===== config.mk =====
export PLATFORM = sky130hd
export DESIGN_NAME = mac_rx_fcs
export DESIGN_NICKNAME = d
export VERILOG_FILES = /design/src/rtl/mac_rx_fcs.sv
export SDC_FILE = /design/constraint.sdc
export NUM_CORES = 1
export LEC_CHECK = 0
export CORE_ASPECT_RATIO = 0.8
export CORE_MARGIN = 3
export CORE_UTILIZATION = 54
export CTS_BUF_LIST = sky130_fd_sc_hd__clkbuf_8
export DETAILED_ROUTE_END_ITERATION = 12
export GPL_TIMING_DRIVEN = 0
export PLACE_DENSITY = 0.89
export SETUP_SLACK_MARGIN = 0.15
export SYNTH_ARGS = -nofsm -noshare
export SYNTH_HDL_FRONTEND = slang
export SYNTH_SLANG_ARGS = --single-unit

===== constraint.sdc =====
create_clock -name rx_clk -period 5 [get_ports rx_clk]
set_input_delay 1.25 -clock rx_clk [delete_from_list [all_inputs] [get_ports rx_clk]]
set_output_delay 1.25 -clock rx_clk [all_outputs]
set_load 0.03 [all_outputs]

===== src/rtl/mac_rx_fcs.sv =====
// rtl/mac_rx_fcs.sv - GMII receive MAC with preamble/SFD strip, CRC-32 check and length policing
// Define RX_STATS_EN to build the saturating frame statistics counters.
`timescale 1ns/1ps
module mac_rx_fcs #(
  parameter int MIN_LEN   = 64,
  parameter int MAX_LEN   = 1518,
  parameter bit STRIP_FCS = 1'b1
) (
  input  logic        rx_clk,
  input  logic        rst_n,
  input  logic [7:0]  gmii_rxd,
  input  logic        gmii_rx_dv,
  input  logic        gmii_rx_er,
  output logic [7:0]  m_axis_tdata,
  output logic        m_axis_tvalid,
  output logic        m_axis_tlast,
  output logic        m_axis_tuser,
  output logic [31:0] stat_good,
  output logic [31:0] stat_bad_fcs,
  output logic [31:0] stat_bad_len,
  output logic [31:0] stat_bad_sfd
);
  localparam logic [31:0] CRC_RESIDUE = 32'hDEBB20E3;
  localparam logic [15:0] MIN_L = 16'(MIN_LEN);
  localparam logic [15:0] MAX_L = 16'(MAX_LEN);

  typedef enum logic [2:0] {WAIT_IDLE, IDLE, PREAMBLE, PAYLOAD, DROP} state_t;

  state_t      state;
  logic [31:0] crc_q;
  logic [15:0] len_q;
  logic        er_seen;
  logic [7:0]  ln_data [5];
  logic [4:0]  ln_vld;
  logic [4:0]  ln_last;
  logic [4:0]  ln_err;

  logic hunting, in_pay, closing, overflow, len_bad, frame_bad, sfd_bad;

  function automatic logic [31:0] crc_byte(input logic [31:0] c, input logic [7:0] d);
    logic [31:0] r;
    r = c;
    for (int i = 0; i < 8; i++)
      r = (r >> 1) ^ ((r[0] ^ d[i]) ? 32'hEDB88320 : 32'h0);
    return r;
  endfunction

  assign hunting   = (state == IDLE) || (state == PREAMBLE);
  assign in_pay    = (state == PAYLOAD) && gmii_rx_dv;
  assign closing   = (state == PAYLOAD) && !gmii_rx_dv;
  assign overflow  = in_pay && (len_q >= MAX_L);
  assign len_bad   = (len_q < MIN_L) || er_seen;
  assign frame_bad = len_bad || (crc_q != CRC_RESIDUE);
  assign sfd_bad   = hunting && gmii_rx_dv && (gmii_rxd != 8'h55) && (gmii_rxd != 8'hD5);

  always_ff @(posedge rx_clk or negedge rst_n) begin
    if (!rst_n) begin
      state         <= WAIT_IDLE;
      crc_q         <= '1;
      len_q         <= '0;
      er_seen       <= 1'b0;
      for (int i = 0; i < 5; i++) ln_data[i] <= '0;
      ln_vld        <= '0;
      ln_last       <= '0;
      ln_err        <= '0;
      m_axis_tdata  <= '0;
      m_axis_tvalid <= 1'b0;
      m_axis_tlast  <= 1'b0;
      m_axis_tuser  <= 1'b0;
    end else begin
      ln_data[0] <= gmii_rxd;
      for (int i = 1; i < 5; i++) ln_data[i] <= ln_data[i-1];
      ln_vld  <= {ln_vld[3:0], in_pay && !overflow};
      ln_last <= {ln_last[3:0], 1'b0};
      ln_err  <= {ln_err[3:0], 1'b0};
      m_axis_tdata  <= ln_data[4];
      m_axis_tvalid <= ln_vld[4];
      m_axis_tlast  <= ln_vld[4] && ln_last[4];
      m_axis_tuser  <= ln_vld[4] && ln_err[4];
      // On close or truncation the oldest stripped-mode byte ends the frame and
      // the FCS bytes behind it are dropped; otherwise the newest byte is tagged.
      if (closing || overflow) begin
        if (STRIP_FCS) begin
          m_axis_tlast <= ln_vld[4];
          m_axis_tuser <= ln_vld[4] && (overflow || frame_bad);
          ln_vld       <= '0;
        end else begin
          ln_last[1] <= 1'b1;
          ln_err[1]  <= overflow || frame_bad;
        end
      end
      case (state)
        WAIT_IDLE: if (!gmii_rx_dv) state <= IDLE;
        IDLE, PREAMBLE: begin
          if (!gmii_rx_dv)              state <= IDLE;
          else if (sfd_bad)             state <= DROP;
          else if (gmii_rxd == 8'h55)   state <= PREAMBLE;
          else begin
            state   <= PAYLOAD;
            crc_q   <= '1;
            len_q   <= '0;
            er_seen <= 1'b0;
          end
        end
        PAYLOAD: begin
          if (!gmii_rx_dv)  state <= IDLE;
          else if (overflow) state <= DROP;
          else begin
            crc_q <= crc_byte(crc_q, gmii_rxd);
            if (len_q != 16'hFFFF) len_q <= len_q + 16'd1;
            if (gmii_rx_er) er_seen <= 1'b1;
          end
        end
        DROP:    if (!gmii_rx_dv) state <= IDLE;
        default: state <= WAIT_IDLE;
      endcase
    end
  end

`ifdef RX_STATS_EN
  logic inc_good, inc_fcs, inc_len;
  assign inc_len  = overflow || (closing && len_bad);
  assign inc_fcs  = closing && !len_bad && frame_bad;
  assign inc_good = closing && !frame_bad;

  always_ff @(posedge rx_clk or negedge rst_n) begin
    if (!rst_n) begin
      stat_good    <= '0;
      stat_bad_fcs <= '0;
      stat_bad_len <= '0;
      stat_bad_sfd <= '0;
    end else begin
      if (inc_good && stat_good    != '1) stat_good    <= stat_good + 32'd1;
      if (inc_fcs  && stat_bad_fcs != '1) stat_bad_fcs <= stat_bad_fcs + 32'd1;
      if (inc_len  && stat_bad_len != '1) stat_bad_len <= stat_bad_len + 32'd1;
      if (sfd_bad  && stat_bad_sfd != '1) stat_bad_sfd <= stat_bad_sfd + 32'd1;
    end
  end
`else
  assign stat_good    = '0;
  assign stat_bad_fcs = '0;
  assign stat_bad_len = '0;
  assign stat_bad_sfd = '0;
`endif

endmodule


# ---- Word level (Yosys, flattened, before mapping)
# Index checks and enable logic that the tools add are counted.
# Widths: inputs -> output; s select.
dict set report classes {
  add_sub_neg 1
  n_lt_le_gt_ge 2
  eq_ne 18
  mux 38
  bitwise 16
  n_reduce_logical 23
}
# cell count
set op_table {}
lappend op_table {{$mux 32} 13}
lappend op_table {{$xor 31x32->32} 8}
lappend op_table {{$mux 16} 6}
lappend op_table {{$pmux 32 s2} 1}
lappend op_table {{$ne 32x32->1 const B} 1}
lappend op_table {{$pmux 16 s2} 1}
lappend op_table {{$add 16x1->16 const B} 1}
lappend op_table {{$ge 16x11->1 const B} 1}
lappend op_table {{$lt 16x7->1 const B} 1}
lappend op_table {{$ne 16x16->1 const B} 1}
lappend op_table {{$mux 3} 5}
lappend op_table {{$ne 2x2->1 const B} 7}
lappend op_table {{$reduce_and 7->1} 2}
lappend op_table {{$mux 1} 9}
lappend op_table {{$pmux 3 s3} 1}
lappend op_table {{$eq 8x7->1 const B} 1}
lappend op_table {{$logic_and 1x1->1} 8}
lappend op_table {{$ne 8x7->1 const B} 1}
lappend op_table {{$ne 8x8->1 const B} 1}
lappend op_table {{$xor 1x1->1} 8}
lappend op_table {{$eq 3x2->1 const B} 2}
lappend op_table {{$reduce_and 6->1} 1}
lappend op_table {{$logic_or 1x1->1} 5}
lappend op_table {{$mux 5} 1}
lappend op_table {{10 further kinds} 12}
dict set report totals {
  reg_bits 108
  in_bits 12
  out_inout_bits 139
  elab_cells 112
}

# ---- Depth between registers and ports, before layout
# Gate-level depths: netlist (run 1).
dict set report logic_depth {
  depth_word 27
  depth_mapped 9
  mapped_depth_nobuf 8
}

# ---- Least setup slack after synthesis (run 1)
# No wires, ideal clock.
dict set report synth_timing {
  path_type {in2reg}
  startpoint {input gmii_rxd[3]}
  endpoint {register crc_q[20]}
  setup_ns 0.077
  arrival_time_ns 2.730
  required_time_ns 4.923
  setup_slack_ns 2.193
  stages 5
  path_cell_list {xnor2_1 > xnor3_2 > xnor3_1 > xor2_1 > a31oi_1}
}
dict set report synth_between {
  elab_chain_cells 10
}
# element line_no
set synth_lines {}
lappend synth_lines {{start, declared} 11} ;# input logic [7:0] gmii_rxd,
lappend synth_lines {{$xor 1x1->1} 44} ;# r = (r >> 1) ^ ((r[0] ^ d[i]) ? 32'hEDB88320 : 32'h0);
lappend synth_lines {{$mux 32} 44}
lappend synth_lines {{$xor 31x32->32 (5 in a row)} 44}
lappend synth_lines {{$mux 32} 107} ;# else if (overflow) state <= DROP;
lappend synth_lines {{$mux 32} 106} ;# if (!gmii_rx_dv) state <= IDLE;
lappend synth_lines {{$pmux 32 s2} 92} ;# case (state)
lappend synth_lines {{end signal, assigned} 109} ;# crc_q <= crc_byte(crc_q, gmii_rxd);
lappend synth_lines {{end, declared} 30} ;# logic [31:0] crc_q;
# Several ways; a longest one is shown, not always the timed one. The select of a mux whose other input is x is not followed.
# A chain may end at the register's enable or synchronous reset.

# ---- Worst setup path after layout (run 1)
dict set report layout_timing {
  startpoint {input gmii_rxd[1]}
  endpoint {register crc_q[19]}
}
dict set report layout_between {
  elab_chain_cells 14
}
# element line_no
set layout_lines {}
lappend layout_lines {{$xor 1x1->1} 44}
lappend layout_lines {{$mux 32} 44}
lappend layout_lines {{$xor 31x32->32 (6 in a row)} 44}
lappend layout_lines {{$xor 1x1->1} 44}
lappend layout_lines {{$mux 32} 44}
lappend layout_lines {{$xor 31x32->32} 44}
lappend layout_lines {{$mux 32} 107}
lappend layout_lines {{$mux 32} 106}
lappend layout_lines {{$pmux 32 s2} 92}
# Several ways; a longest one is shown, not always the timed one. The select of a mux whose other input is x is not followed.

==> impl_metrics.env, run 1 <==
export IMPL_status="completed"
export IMPL_ant_nets=0
export IMPL_p_total_mw=2.07
export IMPL_drt_iter0_drc=284
export IMPL_fin_tns_setup_ns=0
export IMPL_power_density_mw_per_mm2=308
export IMPL_period_share_pct=69.0
export IMPL_min_to="ln_data[24]"
export IMPL_yosysWarnings=0
export IMPL_post_cts_buffers=0
export IMPL_hold_depth=0
export IMPL_fmax_mhz=290
export IMPL_ys_ff_latch=108
export IMPL_r2r_end="len_q[8]"
export IMPL_final_area_sq_mm=0.00673
export IMPL_hpwl_mm=8.92
export IMPL_grt_first_pass_wirelength_mm=19.1
export IMPL_grt_ovfl_total=0
export IMPL_row_count=32
export IMPL_synthCells=509
export IMPL_hp_start="ln_data[32]"
export IMPL_crit_start="gmii_rxd[1]"
export IMPL_cts_clk_slew_worst_paths_ns=0.10
export IMPL_cts_made_buffers=9
export IMPL_die_height_um=97.5
export IMPL_startpoint_type="input pin"
export IMPL_synth_edf_count=0
export IMPL_required_ns=5.32
export IMPL_dr_pass1_iters=4
export IMPL_synth_flop_cell="dfrtp_1"
export IMPL_grt_pass1_vias=3727
export IMPL_cts_sinks=108
export IMPL_drv_slew=0
export IMPL_gp_congestion=0.924
export IMPL_pin_count=151
export IMPL_place_ws_ns=1.27
export IMPL_r2r_cells=9
export IMPL_regToRegSetupSlack_ns=2.39
export IMPL_leakagePower_nw=3.28
export IMPL_met2_length_mm=5.60
export IMPL_grt_max_degree=58
export IMPL_clk_latency_ns=0.39
export IMPL_portBuffers=22
export IMPL_dr_wl_met3_mm=1.11
export IMPL_cp_arrival_ns=3.77
export IMPL_mostFrequentLayoutCells="131 x buf_4, 128 x conb_1, 76 x dfrtp_1"
export IMPL_finalHoldViolCount=0
export IMPL_final_util_pct=67.7
export IMPL_cap_viol_max_count=0
export IMPL_end_kind="flop"
export IMPL_cts_hold_buf=0
export IMPL_diodes=0
export IMPL_ctsRootBufferMaster="clkbuf_8"
export IMPL_placed_cell_area_sq_mm=0.00654
export IMPL_worstSetupPathType="in2reg"
export IMPL_h_tree_depth=3
export IMPL_m1WireLength_mm=5.01
export IMPL_wirelength_mm=11.9
export IMPL_async_flop_share_pct=100
export IMPL_worst_slew_pin_slew_ns=0.929
export IMPL_crit_fanout=5
export IMPL_start_util_pct=56.9
export IMPL_dieArea_sq_mm=0.0117
export IMPL_drive_above_1_share_pct=29.5
export IMPL_top_layer="met4"
export IMPL_clk_path_buf_depth=2
export IMPL_die_x_um=120
export IMPL_area_growth_pct=19.0
export IMPL_skew_ns=0.0132
export IMPL_vdd_drop_max_uv=295
export IMPL_core_area_sq_mm=0.00993
export IMPL_fin_crit_ns=3.45
export IMPL_max_slew_margin_rel_pct=37.6
export IMPL_ys_seq_area_share_pct=48.5
export IMPL_final_common_cell="buf_4"
export IMPL_post_route_worst_setup_slack_ns=1.55
export IMPL_rsz0062_at_grt="false"
export IMPL_via_count=3796
export IMPL_yosys_cell_types_count=56
export IMPL_setup_violations_final=0
export IMPL_grt_usage_pct=20.7
export IMPL_synth_area_per_cell_sq_um=11.1
export IMPL_syn_cell_area_sq_mm=0.00565
export IMPL_finalNetCount=684
export IMPL_antenna_found_initial=0
export IMPL_reg2reg_from="len_q[0]"
export IMPL_hp_class="reg2reg"
export IMPL_via_per_inst=4.68
export IMPL_postCtsResizedCells=0
export IMPL_drc_errors=0
export IMPL_cts_tree="done"
export IMPL_wl_per_cell_um=14.6
## area by class of cell
type / instances / area [sq um]
buffer: 145 / 1040
fill: 805 / 3200
multi-input combinational: 378 / 2320
tap: 136 / 170
clock inverter: 7 / 60.1
timing repair buffer: 23 / 245
clock buffer: 9 / 124
inverter: 5 / 18.8
sequential: 108 / 2740
## per-layer routing
layer | vias up | global-route usage [%]
li1 | 1797 | -
met1 | 1826 | 26.8
met2 | 161 | 32.8
met3 | 12 | 7.80
met4 | 0 | 5.57
met5 | - | 0
## registers in the layout, indices dropped and copies added (netlist names), 3 cells and up
register and cells:
state 3, ln_vld 5, crc_q 32, len_q 16, m_axis_tdata 8, ln_data 40
## critical path: stages
cell and delay [ns]:
clkdlybuf4s50_1 0.53, xnor2_1 0.77, xnor2_1 0.29, xor2_2 0.38, xor3_1 0.40, a2bb2oi_2 0.14
## synth_stat cells (all sizes together) (2+ instances only)
cell type	number	area, sq um
a21oi	31	155
a2bb2oi	3	32.5
a31oi	25	156
a41oi	2	17.5
and2	8	50.1
and3	4	25.0
and4b	2	20.0
buf	138	1020
clkbuf	7	26.3
dfrtp	76	1900
dfstp	32	841
ha	2	25.0
inv	5	18.8
nand2	12	45.0
nand3	10	50.1
nand4	4	25.0
nand4b	3	26.3
nor2	17	63.8
nor2b	4	25.0
nor3	4	20.0
nor3b	2	15.0
nor4	2	12.5
o21ai	7	35.0
o22a	13	115
o311ai	2	35.0
xnor2	55	497
xnor3	2	46.3
xor2	16	155
## power by group
part	leakage (nW)	internal, mW	switching [mW]	total (mW)
sequential	1.28	0.930	0.0325	0.963
clock	0.0951	0.190	0.309	0.498
combinational	1.91	0.260	0.353	0.613
total	3.28	1.38	0.694	2.07
## through the flow
| stage | std cells | hold WS, ns |
|---|---|---|
| 3_3_place_gp | 794 | 0.332 |
| 3_5_place_dp | 795 | 0.336 |
| 5_1_grt | 811 | 0.358 |
| 6_report | 811 | 0.351 |
| 4_1_cts | 811 | 0.354 |
| 2_1_floorplan | 636 | 0.331 |
## cell families (layout without fill, tap and decap cells)
group           after synthesis  after routing  share of synthesized area (%)
xor+xnor                     74             74                           12.8
flops                       108            108                           48.5
mux                           1              1                          0.199
fa+ha+maj                     2              2                          0.443
buf+inv                     150            189                           18.8
compound gates               92             92                           11.1
simple gates                 81             81                           8.04
other cells                   1            128                         0.0664
## worst max-delay path by stage
stage,end
after detailed placement,crc_q[19]
final,crc_q[19]
after global routing,crc_q[19]
after CTS,crc_q[19]
after floorplan,crc_q[20]
after global placement,len_q[5]
No activity file was read; power rests on OpenSTA's default activity.
==> run 2, diff against run 1 <==
--- a/config.mk
+++ b/config.mk
@@ -7,11 +7,11 @@
 export LEC_CHECK = 0
 export CORE_ASPECT_RATIO = 0.8
 export CORE_MARGIN = 3
-export CORE_UTILIZATION = 54
+export CORE_UTILIZATION = 46
 export CTS_BUF_LIST = sky130_fd_sc_hd__clkbuf_8
 export DETAILED_ROUTE_END_ITERATION = 12
 export GPL_TIMING_DRIVEN = 0
-export PLACE_DENSITY = 0.89
+export PLACE_DENSITY = 0.81
 export SETUP_SLACK_MARGIN = 0.15
 export SYNTH_ARGS = -nofsm -noshare
 export SYNTH_HDL_FRONTEND = slang
==> constraint.sdc (replaced) <==
create_clock -name rx_clk -period 2.8 [get_ports rx_clk]
set_input_delay 0.7 -clock rx_clk [delete_from_list [all_inputs] [get_ports rx_clk]]
set_output_delay 0.7 -clock rx_clk [all_outputs]
set_load 0.03 [all_outputs]
==> run 2 against run 1 <==
- global-route usage decreased by 3.4 points
- routed wire length fell by 0.47%
- power increased by 81%
- critical path type unchanged
- clock power grew 84%
- largest power group unchanged
- critical path depth unchanged
==> impl_metrics.env, run 2 (same netlist as run 1, synthesis figures left out) <==
export IMPL_power_density_mw_per_mm2=550
export IMPL_area_growth_pct=20.8
export IMPL_hpwl_mm=8.89
export IMPL_dr_pass1_iters=5
export IMPL_largest_register="ln_data"
export IMPL_pin_count=151
export IMPL_diodes=0
export IMPL_regToRegSetupSlack_ns=0.35
export IMPL_finalHoldViolCount=0
export IMPL_final_area_sq_mm=0.00683
export IMPL_crit_fanout=5
export IMPL_cap_viol_max_count=0
export IMPL_skew_ns=0.0133
export IMPL_antenna_found_initial=0
export IMPL_wl_per_cell_um=14.3
export IMPL_hold_slack_ns=0.252
export IMPL_finalNetCount=684
export IMPL_cts_made_buffers=9
export IMPL_largest_register_ffs=40
export IMPL_drc_errors=0
export IMPL_worstSetupPathType="in2reg"
export IMPL_cts_clk_slew_worst_paths_ns=0.10
export IMPL_dieArea_sq_mm=0.0137
export IMPL_grt_pass1_vias=3510
export IMPL_ctsRootBufferMaster="clkbuf_8"
export IMPL_wirelength_mm=11.8
export IMPL_post_cts_buffers=0
export IMPL_setup_violations_final=0
export IMPL_startpoint_type="input pin"
export IMPL_grt_first_pass_wirelength_mm=18.6
export IMPL_reg2reg_from="len_q[0]"
export IMPL_cp_arrival_ns=2.96
export IMPL_row_count=35
export IMPL_placed_cell_area_sq_mm=0.00656
export IMPL_grt_ovfl_total=0
export IMPL_via_per_inst=4.65
export IMPL_clk_latency_ns=0.38
export IMPL_portBuffers=22
export IMPL_mostFrequentLayoutCells="131 x buf_4, 128 x conb_1, 76 x dfrtp_1"
export IMPL_die_x_um=130
export IMPL_drv_slew=0
export IMPL_fin_crit_ns=2.65
export IMPL_rsz0062_at_grt="true"
export IMPL_drt_iter0_drc=342
export IMPL_ant_nets=0
export IMPL_gp_congestion=0.902
export IMPL_worst_slew_pin_slew_ns=0.644
export IMPL_clk_path_buf_depth=2
export IMPL_nFillCells=966
export IMPL_via_count=3831
export IMPL_cts_sinks=108
export IMPL_status="completed"
export IMPL_final_util_pct=58.2
export IMPL_hp_class="in2async"
export IMPL_fmax_mhz=378
export IMPL_h_tree_depth=3
export IMPL_vdd_drop_max_uv=235
export IMPL_final_common_cell="buf_4"
export IMPL_cts_tree="done"
export IMPL_leakagePower_nw=3.31
export IMPL_grt_max_degree=78
export IMPL_r2r_cells=9
export IMPL_end_kind="flop"
export IMPL_core_area_sq_mm=0.0117
export IMPL_drive_above_1_share_pct=30.8
export IMPL_start_util_pct=48.1
export IMPL_period_share_pct=94.5
export IMPL_reg_top3="ln_data: 40 flops, crc_q: 32 flops, len_q: 16 flops"
export IMPL_r2r_end="len_q[7]"
export IMPL_die_height_um=105
export IMPL_required_ns=3.12
export IMPL_grt_usage_pct=17.3
export IMPL_max_slew_margin_rel_pct=56.8
==> run 2: cell count changes in the layout (fill, tap and decap cells not counted), sizes merged <==
cell | before | now
clkinv | 2 | 0
clkbuf | 16 | 17
clkdlybuf4s50 | 21 | 20
clkinvlp | 1 | 2
dlymetal6s2s | 0 | 1
==> run 2: timing repair <==
item / in CTS / in global routing
endpoints found under the setup margin: 5 / 42
hold buffers: 0 / 0
gates resized for setup: 5 / 7
==> run 2: worst max-delay path by stage <==
stage	startpoint	endpoint	slack (ns)	cells after the start
floorplan	gmii_rxd[3]	crc_q[20]	0.54	5
global placement	rst_n	len_q[3]	-2.79	1
detailed placement	gmii_rxd[1]	crc_q[19]	-0.42	6
CTS	gmii_rxd[0]	crc_q[19]	0.17	6
global route	gmii_rxd[0]	crc_q[19]	0.12	6
finish	gmii_rxd[0]	crc_q[19]	0.15	6
==> run 2: critical path, cell delays in order <==
cell	delay [ns]
clkdlybuf4s50_1	0.66
xor2_2	0.43
xnor2_4	0.24
xor2_2	0.38
xor3_1	0.40
a2bb2oi_2	0.14
==> run 2: per-stage QoR <==
stage	instances	setup TNS, ns	power (mW)	setup WS [ns]
4_1_cts	823	0	3.76	0.165
3_3_place_gp	806	-265.99	2.80	-2.79
2_1_floorplan	636	0	2.64	0.543
3_5_place_dp	807	-4.91	2.82	-0.417
6_report	823	0	3.75	0.154
5_1_grt	823	0	3.93	0.123
==> run 2: final cells by class <==
| type | count | area (sq um) | share of cell area [%] |
|---|---|---|---|
| Tap cell | 148 | 185 | 2.71 |
| Inverter | 5 | 18.8 | 0.275 |
| Sequential cell | 108 | 2740 | 40.2 |
| Clock buffer | 10 | 138 | 2.02 |
| Multi-Input combinational cell | 378 | 2400 | 35.1 |
| Clock inverter | 6 | 52.6 | 0.770 |
| Buffer | 145 | 1040 | 15.3 |
| Timing Repair Buffer | 23 | 248 | 3.63 |
==> run 2: layer usage <==
layer / vias up / track usage, % / wire (um)
li1: 1800 / - / -
met2: 180 / 26.3 / 5530
met3: 17 / 4.85 / 1070
met5: - / 0 / 0
met4: 0 / 5.42 / 171
met1: 1834 / 24.0 / 5030
==> run 2: where the power goes <==
part	leakage [nW]	switching [mW]	internal, mW	total (mW)
sequential	1.28	0.0600	1.66	1.72
clock	0.0918	0.552	0.364	0.915
combinational	1.94	0.639	0.475	1.11
total	3.31	1.25	2.50	3.75
